### src/rtl/edf_queue_scheduler_pkg.sv
// edf_queue_scheduler_pkg: fetch-state type and label helpers shared by the EDF scheduler.
package edf_sched_pkg;
  typedef enum logic [1:0] {F_IDLE, F_RD, F_WAITV, F_SETTLE} fetch_state_t;
  function automatic logic [31:0] label_of(input logic [63:0] data, input int unsigned dw, input int unsigned lw);
    return 32'(data >> (dw - lw)) & ((32'd1 << lw) - 32'd1);
  endfunction
  // Modular compare treats labels as points on a ring, so deadlines survive counter wrap.
  function automatic logic label_earlier(input logic [31:0] a, input logic [31:0] b, input logic wrap, input int unsigned w);
    return wrap ? ((((a - b) >> (w - 1)) & 32'd1) != 32'd0) : (a < b);
  endfunction
endpackage

### src/rtl/edf_stage_ctrl.sv
// edf_stage_ctrl: one queue's read sequencer, timeout counter and prefetch stage register.
module edf_stage_ctrl
  import edf_sched_pkg::*;
#(
  parameter int DATA_WIDTH = 16,
  parameter int TIMEOUT    = 64
) (
  input  logic                  clk,
  input  logic                  rst,
  input  logic                  sched_en,
  input  logic                  q_empty,
  input  logic                  q_valid,
  input  logic [DATA_WIDTH-1:0] q_dout,
  input  logic                  take,
  output logic                  q_re,
  output logic                  stage_vld,
  output logic [DATA_WIDTH-1:0] stage,
  output logic                  timeout
);
  localparam int CW = $clog2(TIMEOUT + 1);
  fetch_state_t state;
  logic [CW-1:0] cnt;
  logic valid_q;
  always_ff @(posedge clk or posedge rst) begin
    if (rst) begin
      state     <= F_IDLE;
      cnt       <= '0;
      valid_q   <= 1'b0;
      q_re      <= 1'b0;
      stage_vld <= 1'b0;
      stage     <= '0;
      timeout   <= 1'b0;
    end else begin
      valid_q <= q_valid;
      q_re    <= 1'b0;
      timeout <= 1'b0;
      if (take) stage_vld <= 1'b0;
      case (state)
        F_IDLE: if (sched_en && !q_empty && !stage_vld && !q_valid) begin
          state <= F_RD;
          q_re  <= 1'b1;
        end
        F_RD: begin
          state <= F_WAITV;
          cnt   <= '0;
        end
        F_WAITV: if (q_valid && !valid_q) begin
          stage     <= q_dout;
          stage_vld <= 1'b1;
          state     <= F_SETTLE;
        end else if (cnt == CW'(TIMEOUT - 1)) begin
          timeout <= 1'b1;
          state   <= F_IDLE;
        end else cnt <= cnt + 1'b1;
        F_SETTLE: if (!q_valid) state <= F_IDLE;
        default: state <= F_IDLE;
      endcase
    end
  end
endmodule

### src/rtl/edf_queue_scheduler.sv
// edf_queue_scheduler: prefetches heap-queue heads and forwards the earliest-deadline entry downstream.
module edf_queue_scheduler
  import edf_sched_pkg::*;
#(
  parameter int NUM_QUEUES   = 4,
  parameter int DATA_WIDTH   = 16,
  parameter int LABEL_WIDTH  = 8,
  parameter int WRAP_COMPARE = 1,
  parameter int TIMEOUT      = 64
) (
  input  logic                             clk,
  input  logic                             rst,
  input  logic                             sched_en,
  input  logic [NUM_QUEUES-1:0]            q_empty,
  input  logic [NUM_QUEUES-1:0]            q_valid,
  input  logic [NUM_QUEUES*DATA_WIDTH-1:0] q_dout,
  output logic [NUM_QUEUES-1:0]            q_re,
  output logic                             out_valid,
  input  logic                             out_ready,
  output logic [DATA_WIDTH-1:0]            out_data,
  output logic [$clog2(NUM_QUEUES)-1:0]    out_src,
  output logic [NUM_QUEUES-1:0]            err_timeout,
  input  logic                             err_clr
);
  localparam int SW = $clog2(NUM_QUEUES);
  logic [NUM_QUEUES-1:0] stage_vld, take, tmo;
  logic [DATA_WIDTH-1:0] stage [NUM_QUEUES];
  logic [SW-1:0] rr_ptr, win, idx;
  logic any, load;
  for (genvar i = 0; i < NUM_QUEUES; i++) begin : g_q
    edf_stage_ctrl #(.DATA_WIDTH(DATA_WIDTH), .TIMEOUT(TIMEOUT)) u_ctrl (
      .clk      (clk),
      .rst      (rst),
      .sched_en (sched_en),
      .q_empty  (q_empty[i]),
      .q_valid  (q_valid[i]),
      .q_dout   (q_dout[i*DATA_WIDTH +: DATA_WIDTH]),
      .take     (take[i]),
      .q_re     (q_re[i]),
      .stage_vld(stage_vld[i]),
      .stage    (stage[i]),
      .timeout  (tmo[i])
    );
  end
  // Scanning from rr_ptr and replacing only on strictly-earlier labels gives the circular tie-break.
  always_comb begin
    win = '0;
    any = 1'b0;
    idx = '0;
    for (int k = 0; k < NUM_QUEUES; k++) begin
      idx = SW'((int'(rr_ptr) + k) % NUM_QUEUES);
      if (stage_vld[idx] && (!any || label_earlier(label_of(64'(stage[idx]), DATA_WIDTH, LABEL_WIDTH),
          label_of(64'(stage[win]), DATA_WIDTH, LABEL_WIDTH), WRAP_COMPARE != 0, LABEL_WIDTH))) begin
        win = idx;
        any = 1'b1;
      end
    end
  end
  assign load = (!out_valid || out_ready) && any;
  assign take = {NUM_QUEUES{load}} & (NUM_QUEUES'(1) << win);
  always_ff @(posedge clk or posedge rst) begin
    if (rst) begin
      out_valid   <= 1'b0;
      out_data    <= '0;
      out_src     <= '0;
      rr_ptr      <= '0;
      err_timeout <= '0;
    end else begin
      err_timeout <= (err_clr ? '0 : err_timeout) | tmo;
      if (!out_valid || out_ready) out_valid <= any;
      if (load) begin
        out_data <= stage[win];
        out_src  <= win;
        rr_ptr   <= (win == SW'(NUM_QUEUES - 1)) ? '0 : win + 1'b1;
      end
    end
  end
endmodule

### config.mk
export PLATFORM = sky130hd
export DESIGN_NAME = edf_queue_scheduler
export DESIGN_NICKNAME = d
export VERILOG_FILES = /design/src/rtl/edf_queue_scheduler_pkg.sv /design/src/rtl/edf_stage_ctrl.sv /design/src/rtl/edf_queue_scheduler.sv
export SDC_FILE = /design/constraint.sdc
export NUM_CORES = 1
export LEC_CHECK = 0
export BUFFER_PORTS_ARGS = -buffer_cell sky130_fd_sc_hd__buf_4
export CORE_MARGIN = 4
export CORE_UTILIZATION = 48
export CTS_BUF_LIST = sky130_fd_sc_hd__clkbuf_4 sky130_fd_sc_hd__clkbuf_8
export CTS_CLUSTER_DIAMETER = 200
export CTS_CLUSTER_SIZE = 28
export DETAILED_ROUTE_END_ITERATION = 16
export GPL_TIMING_DRIVEN = 0
export PLACE_DENSITY = 0.71
export SLEW_MARGIN = 20
export SYNTH_ARGS = -nofsm -noshare
export SYNTH_HDL_FRONTEND = slang
export SYNTH_HIERARCHICAL = 1
export SYNTH_SLANG_ARGS = --single-unit
export TNS_END_PERCENT = 5
### constraint.sdc
create_clock -name clk -period 25.9 [get_ports clk]
set_input_delay 2.59 -clock clk [delete_from_list [all_inputs] [get_ports clk]]
set_output_delay 2.59 -clock clk [all_outputs]
set_load 0.02 [all_outputs]
## After elaboration in Yosys (flattened, before gate mapping)

Index checks and enable logic that the tools add are counted.
Widths: inputs -> output; s select.

| word-level totals | value |
|---|---|
| register bits after elaboration | 141 |
| latch bits | 0 |
| RAM bits | 0 |
| memory bits (read-only) | 0 |
| input port bits | 77 |
| output and inout bits | 27 |
| word-level logic and storage cells | 269 |
| memories | 0 |

| cells by class | value |
|---|---|
| add/sub/neg operators | 11 |
| $mul | 0 |
| div/mod/pow operators | 0 |
| order comparisons | 11 |
| equal/unequal tests | 37 |
| shifts and indexed selects | 1 |
| multiplexer cells | 103 |
| bitwise gates (word level) | 9 |
| reduce and logical (&&, ||, !) cells | 64 |

Operator list:

| kind | number |
|---|---|
| $bmux 16 s2 | 7 |
| $mux 16 | 14 |
| $mux 7 | 8 |
| $pmux 7 s2 | 4 |
| $mux 2 | 21 |
| $mux 1 | 40 |
| $pmux 2 s4 | 4 |
| $add 7x1->7 const B | 4 |
| $eq 7x6->1 const B | 4 |
| $ne 2x2->1 const B | 12 |
| $reduce_and 3->1 | 8 |
| $sub 8x8->8 | 3 |
| $ge 3x3->1 const B | 7 |
| $not 2->3 | 7 |
| $logic_and 1x1->1 | 20 |
| $logic_not 1->1 | 20 |
| $eq 2x2->1 const B | 9 |
| $lt 2x3->1 const B | 4 |
| $ne 3x1->1 const B | 4 |
| $bmux 1 s2 | 4 |
| $eq 2x1->1 const B | 4 |
| $logic_not 2->1 | 4 |
| $ne 2x1->1 const B | 4 |
| $reduce_and 2->1 | 4 |
| other kinds (8) | 16 |

## Logic depth before layout (Yosys ltp)

| depth | value |
|---|---|
| word-level depth | 32 |
| gate-level depth with buffers | 52 |
| depth with buffers taken out | 44 |

## Modules after synthesis

Netlist, hierarchy kept.

Modules (own cells, without submodules):

| module | times used | cells an instance | area each (um^2) | seq. area each (um^2) |
|---|---|---|---|---|
| edf_stage_ctrl | 4 | 94 | 1233.7 | 725.7 |
| edf_queue_scheduler | 1 | 502 | 4165.2 | 625.6 |

## Worst setup path before layout

Ideal clock, no wire load.

| path | value |
|---|---|
| path type | flip-flop to flip-flop |
| start point | register rr_ptr[1] |
| end point | register g_q[3].u_ctrl.stage_vld |
| arrival | 9.160 ns |
| required time | 25.817 ns |
| slack | 16.657 ns |
| cell stages (with the launch flop) | 49 |
| path buffers | 9 |
| period minus slack after synthesis | 9.243 ns |
| path through | dfrtp_1 -> buf_2 -> buf_2 -> buf_1 -> clkbuf_1 -> buf_1 -> mux4_2 -> ha_1 -> and4_1 -> o2111ai_1 -> o211ai_1 -> o21ai_0 -> mux2_2 -> and2_1 -> clkbuf_1 -> clkbuf_1 -> nor2_1 -> nor2_1 -> [... 13 more ...] -> buf_1 -> nand2_1 -> nand3_1 -> o21ai_0 -> ha_1 -> a21o_1 -> a21o_1 -> a21oi_1 -> o2111ai_1 -> a211oi_2 -> nor2_1 -> a2111o_1 -> nand2_2 -> nor2_8 -> buf_8 -> ha_1 -> and3_1 -> o22ai_1 |

| on the way | value |
|---|---|
| longest elaborated chain between the ends | 32 |
| elaborated cells on any way between the ends | 61 |

RTL lines:

| what | line | RTL |
|---|---|---|
| start: declaration | edf_queue_scheduler.sv:28 | `logic [SW-1:0] rr_ptr, win, idx;` |
| start signal: assignment | edf_queue_scheduler.sv:74 | `rr_ptr <= (win == SW'(NUM_QUEUES - 1)) ? '0 : win + 1'b1;` |
| $bmux 1 s2 | edf_queue_scheduler.sv:52 | `if (stage_vld[idx] && (!any \|\| label_earlier(label_of(64'(stage[idx]), DATA_WIDTH, LABEL_WIDTH),` |
| $mux 1 (not written as such) | edf_queue_scheduler.sv:52 |  |
| $mux 2 | edf_queue_scheduler.sv:52 |  |
| $not 2->3 (not written as such) | edf_queue_scheduler.sv:53 | `label_of(64'(stage[win]), DATA_WIDTH, LABEL_WIDTH), WRAP_COMPARE != 0, LABEL_WIDTH))) begin` |
| $bmux 16 s2 | edf_queue_scheduler.sv:53 |  |
| $mux 16 (not written as such) (2 in a row) | edf_queue_scheduler.sv:53 |  |
| $sub 8x8->8 | edf_queue_scheduler_pkg.sv:9 | `return wrap ? ((((a - b) >> (w - 1)) & 32'd1) != 32'd0) : (a < b);` |
| $logic_or 1x1->1 | edf_queue_scheduler.sv:52 |  |
| [... 17 more ...] | - |  |
| $mux 2 * | edf_queue_scheduler.sv:52 |  |
| named net win[1] | edf_queue_scheduler.sv:28 |  |
| $shl 1x2->4 * | edf_queue_scheduler.sv:60 | `assign take = {NUM_QUEUES{load}} & (NUM_QUEUES'(1) << win);` |
| $and 4x4->4 * | edf_queue_scheduler.sv:60 |  |
| named net take[3] | edf_queue_scheduler.sv:26 | `logic [NUM_QUEUES-1:0] stage_vld, take, tmo;` |
| $mux 1 * | edf_stage_ctrl.sv:37 | `if (take) stage_vld <= 1'b0;` |
| $mux 1 | edf_stage_ctrl.sv:47 | `F_WAITV: if (q_valid && !valid_q) begin` |
| $mux 1 * | edf_stage_ctrl.sv:38 | `case (state)` |
| end signal: assignment | edf_stage_ctrl.sv:30 | `stage_vld <= 1'b0;` |
| end signal: assignment | edf_stage_ctrl.sv:37 |  |
| end signal: assignment | edf_stage_ctrl.sv:49 | `stage_vld <= 1'b1;` |
| end: declaration | edf_stage_ctrl.sv:16 | `output logic stage_vld,` |

The timed path passes the listed nets; every way through them passes the cells marked *. The select of a mux whose other input is x is not followed.
A chain may end at the register's enable or synchronous reset.

## Final worst setup path

| path | value |
|---|---|
| start point | register rr_ptr[1] |
| end point | register g_q[0].u_ctrl.stage_vld |

| on the way | value |
|---|---|
| longest elaborated chain between the ends | 32 |
| elaborated cells on any way between the ends | 61 |

RTL lines:

| what | line |
|---|---|
| $bmux 1 s2 | edf_queue_scheduler.sv:52 |
| $mux 1 (not written as such) | edf_queue_scheduler.sv:52 |
| $mux 2 | edf_queue_scheduler.sv:52 |
| $not 2->3 (not written as such) | edf_queue_scheduler.sv:53 |
| $bmux 16 s2 | edf_queue_scheduler.sv:53 |
| $mux 16 (not written as such) (2 in a row) | edf_queue_scheduler.sv:53 |
| $sub 8x8->8 | edf_queue_scheduler_pkg.sv:9 |
| $logic_or 1x1->1 | edf_queue_scheduler.sv:52 |
| [... 16 more ...] | - |
| $logic_and 1x1->1 | edf_queue_scheduler.sv:52 |
| $mux 2 or $mux 1 (tied branches) | edf_queue_scheduler.sv:52 |
| $shl 1x2->4 or $logic_and 1x1->1 (tied branches) | edf_queue_scheduler.sv:60, edf_queue_scheduler.sv:59 |
| $and 4x4->4 * | edf_queue_scheduler.sv:60 |
| named net take[0] | edf_queue_scheduler.sv:26 |
| $mux 1 * | edf_stage_ctrl.sv:37 |
| $mux 1 | edf_stage_ctrl.sv:47 |
| $mux 1 * | edf_stage_ctrl.sv:38 |
| end signal: assignment | edf_stage_ctrl.sv:30 |
| end signal: assignment | edf_stage_ctrl.sv:37 |
| end signal: assignment | edf_stage_ctrl.sv:49 |
| end: declaration | edf_stage_ctrl.sv:16 |

Marked as above.

==> reports/metrics.yaml <==
place:
  portBuffers: 103
  placed_area_sq_um: 10200
  dp.final_hpwl_um: 18200
  pre_cts_slack_ns: 14.33
  routabilityCongestion: 0.887
setup_path:
  cpPeakStageDelay_ns: 0.59
  critPathTopFamily: "compound AO/OA/AOI/OAI gates"
  worstSetupStartpoint: "rr_ptr[1]"
  cp_num_buf_inv: 10
  critPathMaxFanout: 11
  crit_path_frequent_cell: "o21ai_0"
  arrival_ns: 12.14
  critPathSlowestCell: "mux4_2"
  crit_required_ns: 26.23
  end_kind: "register"
  criticalPathCategory: "register to register"
  crit-reg2reg-launch: "rr_ptr[1]"
  start_kind: "register"
yosys:
  synthMuxAreaShare_pct: 19.5
  netlist_area_sq_um: 9100
  synth_seq_cells: 141
  syn_area_per_cell_sq_um: 10.4
  syn_inst: 878
  yosys.cell_count.top_type: "dfrtp_1"
  synth_top_area_share_pct: 38.8
  async_flop_share_pct: 100
  yosysTopAreaCell: "dfrtp_1"
  synthSimpleGateAreaFrac_pct: 17.6
  yosysSeqAreaShare_pct: 38.8
  synthAdderAreaFrac_pct: 3.57
  synth_enable_flop_cells: 0
  syn_nets: 981
  synthTopCellsByArea: "dfrtp_1 39%, mux2i_1 5.3%, mux2_1 4.9%"
  synth_xor_area_share_pct: 0.825
  ys_top_cells_by_count: "141 x dfrtp_1, 99 x nand2_1, 63 x nor2_1, 48 x mux2i_1, 41 x o21ai_0"
  synth.yosys.warnings: 6
  synth_top_family_by_area: "multiplexers"
  synth_flop_cell: "dfrtp_1"
  synth_compound_area_share_pct: 16.8
  synthDistinctLibCells: 85
die:
  num_rows: 50
  start_util_pct: 48.6
  fp.dieH_um: 146
  coreArea_sq_um: 18700
  ioPinCount: 104
  die_width_um: 146
  die_area_sq_um: 21200
routing:
  routed_wl_um: 24700
  drtIter0Drc: 495
  first_pass_iters: 5
  vias: 7539
  ant_nets: 0
  wire_per_inst_um: 19.8
  drt_drc_violations_left: 0
  vias_per_cell: 6.05
global_route:
  grt_first_pass_wirelength_um: 40400
  antenna_found_initial: 0
  overflow: 0
  track_usage_pct: 23.5
  grt_max_degree: 30
  grt_pass1_vias: 7526
clock_tree:
  cts_buffers: 17
  tritoncts: "built"
  cts_setup_buffers: 0
  clockRootBuffer: "clkbuf_8"
  path_clk_slew_ns: 0.08
  clock_path_buffers: 2
  cts_max_level: 4
  clock_latency_ns: 0.46
  hold_buffers: 0
  ctsResizeCount: 0
  clock_sinks: 141
cells_and_area:
  final_core_util_pct: 56.4
  nFillCells: 1616
  design_area_sq_um: 10600
  area_growth_pct: 16.0
  fin_nets: 1103
  n_antenna_cell: 0
  drive_gt1_share_pct: 25.6
run_status:
  status: "complete, no violations"
sta:
  final.setup_skew_ns: 0.0185
  worst_pin_slew_ns: 0.947
  finalMaxSlewViolations: 0
  max_freq_mhz: 84.7
  tns_ns: 0
  period_share_pct: 45.6
  rsz0062_at_grt: "no"
  hold_viol: 0
  relSlewSlack_pct: 36.7
  setup_viol: 0
  post-route-min-period_ns: 11.81
  worst_slack_ns: 14.09
min_path:
  min_path_type: "register to register"
  min_from: "g_q[2].u_ctrl/timeout"
job:
  drv_cap: 0
## registers in the layout, summed over array words and instances, names as in the netlist, 2 cells and up
signal / flops
out_src: 2
rr_ptr: 2
err_timeout: 4
g_q.u_ctrl/q_re: 4
out_data: 16
g_q.u_ctrl/stage_vld: 4
g_q.u_ctrl/state: 8
g_q.u_ctrl/stage: 64
g_q.u_ctrl/valid_q: 4
g_q.u_ctrl/timeout: 4
g_q.u_ctrl/cnt: 28
## cells by family after synthesis
family                   Yosys count
AND/OR/NAND/NOR                  302
adder cells (fa/ha/maj)           26
AO/OA/AOI/OAI                    205
flip-flops                       141
XOR/XNOR                           6
multiplexers                     142
buffers and inverters             56
## cell usage in the layout (no fill, tap or decap), types with 6 or more instances in the layout
master / synthesis / final
nand4_1: 8 / 8
o211ai_1: 32 / 32
o21ai_0: 41 / 41
a21oi_1: 14 / 14
o31ai_1: 6 / 6
and3_1: 12 / 12
nor2b_1: 7 / 7
nand2b_1: 25 / 25
mux2_1: 40 / 40
a22oi_1: 8 / 8
o21ai_1: 7 / 7
o21bai_1: 15 / 15
and2_1: 7 / 7
a31oi_1: 6 / 6
nor2_1: 63 / 63
nand3_1: 27 / 27
ha_1: 26 / 26
nor3_1: 8 / 8
nand2_1: 99 / 99
dfrtp_1: 141 / 141
mux2i_1: 48 / 48
inv_2: 1 / 6
inv_1: 16 / 11
a21o_1: 9 / 9
clkbuf_8: 0 / 19
buf_2: 7 / 7
clkbuf_1: 15 / 15
o22a_1: 6 / 6
buf_4: 8 / 111
mux2_2: 30 / 30
nor4_1: 9 / 9
mux4_2: 19 / 19
## worst register-to-register path: cells and delay by family (launching register included)
family          cells  cell delay [ns]
compound gates     17             3.89
buf+inv            10             3.10
simple gates       12             1.73
fa+ha+maj           4             1.14
mux                 2             1.13
flops               1             0.36
xor+xnor            1             0.34
## per-layer routing
layer	routed length [um]	share of wire (%)	GRT usage (%)
met5	0	0	0
met4	363	1.5	7.22
met3	1830	7.4	6.32
met2	11500	47	36.8
met1	11000	44	32.1
## final timing paths
| kind | end | cells past startpoint | slack, ns |
|---|---|---|---|
| worst min register to register | err_timeout[2] | 1 | 0.44 |
| worst min-delay path | err_timeout[2] | 1 | 0.44 |
| worst max-delay path | g_q[0].u_ctrl/stage_vld | 46 | 14.09 |
| min in group asynchronous | err_timeout[1] | 2 | 2.26 |
| max in group asynchronous | g_q[3].u_ctrl/stage[8] | 2 | 23.09 |
| worst max register to register | g_q[0].u_ctrl/stage_vld | 46 | 14.09 |
## stage by stage
step | std cells | hold slack (ns)
CTS | 1247 | 0.440
floorplan | 878 | 0.404
global placement | 1215 | 0.408
detailed placement | 1215 | 0.421
global route | 1247 | 0.465
finish | 1247 | 0.435
## cell type report
| class | count | area [sq um] | area share [%] |
|---|---|---|---|
| plain buffers | 38 | 201 | 1.91 |
| clock buffers | 19 | 262 | 2.48 |
| clock inverters | 13 | 131 | 1.24 |
| inverters | 18 | 70.1 | 0.664 |
| multi-input cells | 681 | 5300 | 50.2 |
| flip-flops and latches | 141 | 3530 | 33.4 |
| well taps | 234 | 293 | 2.77 |
| repair buffers | 103 | 773 | 7.32 |
Power is not shown: default switching activity piles up to over one toggle a cycle in this logic, so the estimate is an artifact.
